==> src/rtl/act_hold_ctrl.sv <==
// rtl/act_hold_ctrl.sv - per-channel read strobe with periodic or retriggerable timeout hold
module act_hold_ctrl #(
  parameter int NCH    = 4,
  parameter int CNT_W  = 16,
  parameter int NCNT_W = 3
) (
  input  logic              clk,
  input  logic              rst,
  input  logic [NCH-1:0]    en,
  input  logic              mode,
  input  logic [CNT_W-1:0]  hold_len,
  output logic [NCH-1:0]    rd,
  output logic              act,
  output logic [NCH-1:0]    rise,
  output logic [NCH-1:0]    fall,
  output logic [NCNT_W-1:0] n_active
);

  // Logical per-channel state, derived from the strobe register and the request.
  typedef enum logic [1:0] {
    ST_IDLE   = 2'd0,
    ST_ACTIVE = 2'd1,
    ST_HOLD   = 2'd2
  } ch_state_e;

  localparam logic [CNT_W-1:0] CNT_MAX = '1;
  localparam logic [CNT_W-1:0] CNT_ONE = CNT_W'(1);

  logic [NCH-1:0]            rd_q,   rd_d;
  logic [NCH-1:0]            rise_q, rise_d;
  logic [NCH-1:0]            fall_q, fall_d;
  logic [NCH-1:0][CNT_W-1:0] cnt_q,  cnt_d;
  logic [NCNT_W-1:0]         n_active_c;
  ch_state_e                 ch_state [NCH];

  // Decode each channel's logical state; the strobe alone says IDLE vs busy.
  always_comb begin
    for (int i = 0; i < NCH; i++) begin
      ch_state[i] = ST_IDLE;
      if (rd_q[i]) begin
        ch_state[i] = en[i] ? ST_ACTIVE : ST_HOLD;
      end
    end
  end

  // Next-state for strobe and hold counter; a high request always wins over release.
  always_comb begin
    rd_d  = rd_q;
    cnt_d = cnt_q;
    for (int i = 0; i < NCH; i++) begin
      case (ch_state[i])
        ST_IDLE: begin
          // Periodic mode keeps the retained count across idle periods.
          if (en[i]) begin
            rd_d[i] = 1'b1;
            if (mode) begin
              cnt_d[i] = '0;
            end
          end
        end
        ST_ACTIVE: begin
          // Timeout mode restarts on every request; periodic mode keeps counting.
          if (mode) begin
            cnt_d[i] = '0;
          end else begin
            cnt_d[i] = cnt_q[i] + CNT_ONE;
          end
        end
        ST_HOLD: begin
          if (!mode) begin
            // Release only at the wrap point; the counter wraps to zero with it.
            cnt_d[i] = cnt_q[i] + CNT_ONE;
            if (cnt_q[i] == CNT_MAX) begin
              rd_d[i] = 1'b0;
            end
          end else if (cnt_q[i] >= hold_len) begin
            // >= so a lowered hold_len (or a mode switch) releases at once.
            rd_d[i]  = 1'b0;
            cnt_d[i] = '0;
          end else begin
            cnt_d[i] = cnt_q[i] + CNT_ONE;
          end
        end
        default: begin
          rd_d[i]  = 1'b0;
          cnt_d[i] = '0;
        end
      endcase
    end
    rise_d = rd_d & ~rd_q;
    fall_d = rd_q & ~rd_d;
  end

  // State registers; reset clears pulses too, so leaving reset never emits a fall.
  always_ff @(posedge clk or posedge rst) begin
    if (rst) begin
      rd_q   <= '0;
      rise_q <= '0;
      fall_q <= '0;
      cnt_q  <= '0;
    end else begin
      rd_q   <= rd_d;
      rise_q <= rise_d;
      fall_q <= fall_d;
      cnt_q  <= cnt_d;
    end
  end

  // Population count of active strobes, straight off the registers.
  always_comb begin
    n_active_c = '0;
    for (int i = 0; i < NCH; i++) begin
      n_active_c = n_active_c + NCNT_W'(rd_q[i]);
    end
  end

  assign rd       = rd_q;
  assign rise     = rise_q;
  assign fall     = fall_q;
  assign act      = |rd_q;
  assign n_active = n_active_c;

endmodule
==> config.mk <==
export PLATFORM = sky130hd
export DESIGN_NAME = act_hold_ctrl
export DESIGN_NICKNAME = d
export VERILOG_FILES = /design/src/rtl/act_hold_ctrl.sv
export SDC_FILE = /design/constraint.sdc
export NUM_CORES = 1
export LEC_CHECK = 0
export CAP_MARGIN = 5
export CORE_ASPECT_RATIO = 1.75
export CORE_MARGIN = 4
export CORE_UTILIZATION = 64
export DETAILED_ROUTE_END_ITERATION = 6
export PLACE_DENSITY = 0.82
export RECOVER_POWER = 50
export SYNTH_ARGS = -nofsm -noshare
export SYNTH_HDL_FRONTEND = slang
export SYNTH_SLANG_ARGS = --single-unit
==> constraint.sdc <==
create_clock -name clk -period 7.6 [get_ports clk]
set_input_delay 1.52 -clock clk [delete_from_list [all_inputs] [get_ports clk]]
set_output_delay 1.52 -clock clk [all_outputs]
set_load 0.01 [all_outputs]
==> results.py <==
metrics = {
    "finish": {
        "seqCellArea_mm2": 0.00190,
        "fill_cells": 602,
        "n_antenna_cell": 0,
        "area_delta_synth_final_pct": 14.4,
        "mostFrequentLayoutCells": "dfrtp_1, ha_1, nor2_1, a21oi_1, nand2_1",
        "final_area_mm2": 0.00602,
        "drive_above_1_share_pct": 3.88,
        "final_common_cell": "dfrtp_1",
        "final_core_util_pct": 75.6,
        "finalNonFillerCells": 709,
        "multi_input_area_mm2": 0.00317,
        "fin_nets": 709,
    },
    "power": {
        "switching_share_pct": 30.4,
        "ir_drop_mv": 0.128,
        "power_density_mw_per_mm2": 191,
        "intPower_mw": 0.800,
        "p_sw_mw": 0.350,
        "pwr-share-clk_pct": 36.6,
        "p_total_mw": 1.15,
        "seq_power_share_pct": 43.6,
        "power_frac_comb_pct": 19.8,
        "p_leak_nw": 2.86,
    },
    "routing": {
        "drtIter0Drc": 349,
        "viasPerCell": 6.53,
        "drtPass1Iterations": 6,
        "drc": 0,
        "routedWlPerCell_um": 18.7,
        "vias": 4628,
        "postRouteAntennaNets": 0,
        "routed_wl_um": 13300,
    },
    "synth": {
        "yosys_most_used_dff": "dfrtp_1",
        "yosys.area.top_type": "dfrtp_1",
        "synth_cells": 574,
        "ys_seq_area_share_pct": 36.1,
        "syn_avg_cell_area_um2": 9.17,
        "synthDistinctLibCells": 50,
        "syn_nets": 669,
        "yosys-top-cells-area": "dfrtp_1, ha_1, xor2_1, xnor2_1, nor2_1",
        "synth_edf_count": 0,
        "ys_ff_latch": 76,
        "ys.warnings.count": 0,
        "async_flop_share_pct": 100,
        "syn-cell-area_mm2": 0.00526,
        "synth_top_area_share_pct": 36.1,
    },
    "placed_design": {
        "globalplace.congestion": 0.914,
        "preCtsSetupSlack_ns": 3.25,
        "post-dp-hpwl_um": 9910,
        "dpl.cell_count": 693,
        "placement.io_buffers": 38,
        "dpl_cell_area_mm2": 0.00573,
    },
    "setup_path": {
        "worst-r2r-setup-slack_ns": 4.93,
        "cp_max_fo": 13,
        "arrival_ns": 2.74,
        "worstSetupEndpointType": "output pin",
        "reg2reg_to": "cnt_q[45]$_DFFE_PP0P_",
        "crit_start": "rd[0]$_DFF_PP0_",
        "critPathRequiredTime_ns": 6.08,
        "worstReg2RegStart": "cnt_q[39]$_DFFE_PP0P_",
        "crit_end": "n_active[1]",
        "ff2ff_path_depth": 6,
        "critPathKind": "flop to output pin",
        "start_kind": "flop",
    },
    "sta": {
        "worst_slew_pin_slew_ns": 1.14,
        "slew_violations": 0,
        "setup_slack_ns": 3.34,
        "rsz0062_at_grt": "no",
        "post-route-period-util_pct": 56.1,
        "relSlewSlack_pct": 24.3,
        "hold_ws_ns": 0.575,
        "finalCriticalPeriod_ns": 4.26,
        "fmax_mhz": 235,
        "finalClockSkew_ns": 0.00608,
        "finalSetupViolCount": 0,
        "hold_viol_final": 0,
        "tns_ns": 0,
    },
    "outcome": {
        "outcome": "complete, no violations",
    },
    "global_routing": {
        "grt_max_degree": 77,
        "grtUsageMet3_pct": 5.41,
        "busiest_layer": "met2",
        "grtUsageMet2_pct": 49.5,
        "antenna_found_initial": 0,
        "grt_usage_pct": 28.6,
        "grt_pass1_wl_um": 22100,
        "grt_use_met1_pct": 32.7,
        "grt.overflow.total": 0,
        "grt_pass1_vias": 4611,
    },
    "floorplanning": {
        "die_area_mm2": 0.00980,
        "ios": 39,
        "num_rows": 43,
        "coreArea_mm2": 0.00796,
        "initial_core_util_pct": 66.1,
        "die_h_um": 128,
        "die_w_um": 76.6,
    },
    "cts": {
        "path_clk_slew_ns": 0.06,
        "post_cts.repair.setup_buffers": 0,
        "cts_buffers": 9,
        "cts_tree": "built",
        "ctsResizeCount": 0,
        "htreeDepth": 3,
        "cts-root-buf": "clkbuf_16",
        "clock_latency_ns": 0.34,
        "clk_path_buf_depth": 2,
        "cts.sinks": 76,
        "holdBufCountCts": 0,
    },
    "min_path": {
        "min_path_cells": 2,
        "hp-class": "flop to flop",
    },
    "run": {
        "drv_cap": 0,
    },
}
[routing by layer]
metal | up-vias | share of wire (%)
met5 | - | 0
met4 | 0 | 4.4
met3 | 52 | 6.0
met2 | 196 | 51
met1 | 2224 | 38
li1 | 2156 | -
[critical path, stage by stage, from the launching register on]
cell and delay, ns:
dfrtp_1 0.56, inv_1 0.25, fa_1 0.57, inv_1 0.04, ha_1 0.17, ha_1 0.28
clkdlybuf4s50_1 0.53
[power groups by stage]
| stage | logic [mW] | clock network [mW] | registers [mW] |
|---|---|---|---|
| 4_1_cts | 0.229 | 0.423 | 0.500 |
| 5_1_grt | 0.258 | 0.440 | 0.508 |
| 6_report | 0.228 | 0.421 | 0.501 |
| 3_3_place_gp | 0.210 | 0 | 0.505 |
| 3_5_place_dp | 0.227 | 0 | 0.505 |
| 2_1_floorplan | 0.162 | 0 | 0.487 |
[how the worst min path moves through the flow]
stage | from | end | slack (ns)
after floorplan | cnt_q[54]$_DFFE_PP0P_ | cnt_q[54]$_DFFE_PP0P_ | 0.52
after detailed placement | cnt_q[56]$_DFFE_PP0P_ | cnt_q[56]$_DFFE_PP0P_ | 0.56
after CTS | cnt_q[56]$_DFFE_PP0P_ | cnt_q[56]$_DFFE_PP0P_ | 0.57
after global placement | cnt_q[56]$_DFFE_PP0P_ | cnt_q[56]$_DFFE_PP0P_ | 0.55
after global routing | cnt_q[27]$_DFFE_PP0P_ | cnt_q[27]$_DFFE_PP0P_ | 0.62
final | cnt_q[56]$_DFFE_PP0P_ | cnt_q[56]$_DFFE_PP0P_ | 0.58
[layout make-up]
cell class | count | area share (%)
Multi-Input combinational cell | 450 | 52.7
Sequential cell | 76 | 31.6
Timing Repair Buffer | 42 | 6.81
Clock buffer | 10 | 3.80
Inverter | 35 | 2.18
Tap cell | 90 | 1.87
Clock inverter | 6 | 1.08
[synthesized netlist by cell type (2+ instances only)]
master     instances
dfrtp_1           76
ha_1              71
nor2_1            56
a21oi_1           41
nand2_1           39
inv_1             35
xor2_1            30
nand4_1           27
nor3_1            25
xnor2_1           25
nand3_1           24
o21ai_0           19
and3_1            13
clkbuf_1          10
a31oi_1            8
a211oi_1           6
nand2b_1           6
and4_1             5
nor4_1             5
a21o_1             4
a22oi_1            4
o21a_1             4
o31ai_1            4
a2111o_1           2
a2111oi_0          2
a41o_1             2
buf_2              2
mux2i_1            2
nand3b_1           2
nor3b_1            2
o211a_1            2
o211ai_1           2
or3_1              2
[kinds of logic (layout without fill, tap and decap cells)]
logic type / Yosys count / after routing / share of synthesized area (%)
AOI/OAI and AO/OA: 108 / 108 / 13.2
xor gates and xnor gates: 55 / 55 / 9.15
DFF: 76 / 76 / 36.1
adders and majority gates: 72 / 72 / 17.3
and+or+nand+nor: 213 / 213 / 20.3
buffers and inverters: 48 / 93 / 3.61
muxes: 2 / 2 / 0.380
[flip-flops by register name (all words and copies together) (netlist names)]
name   flops
cnt_q     64
fall       4
rd         4
rise       4
Note: power is estimated with default switching activity, not from simulation.
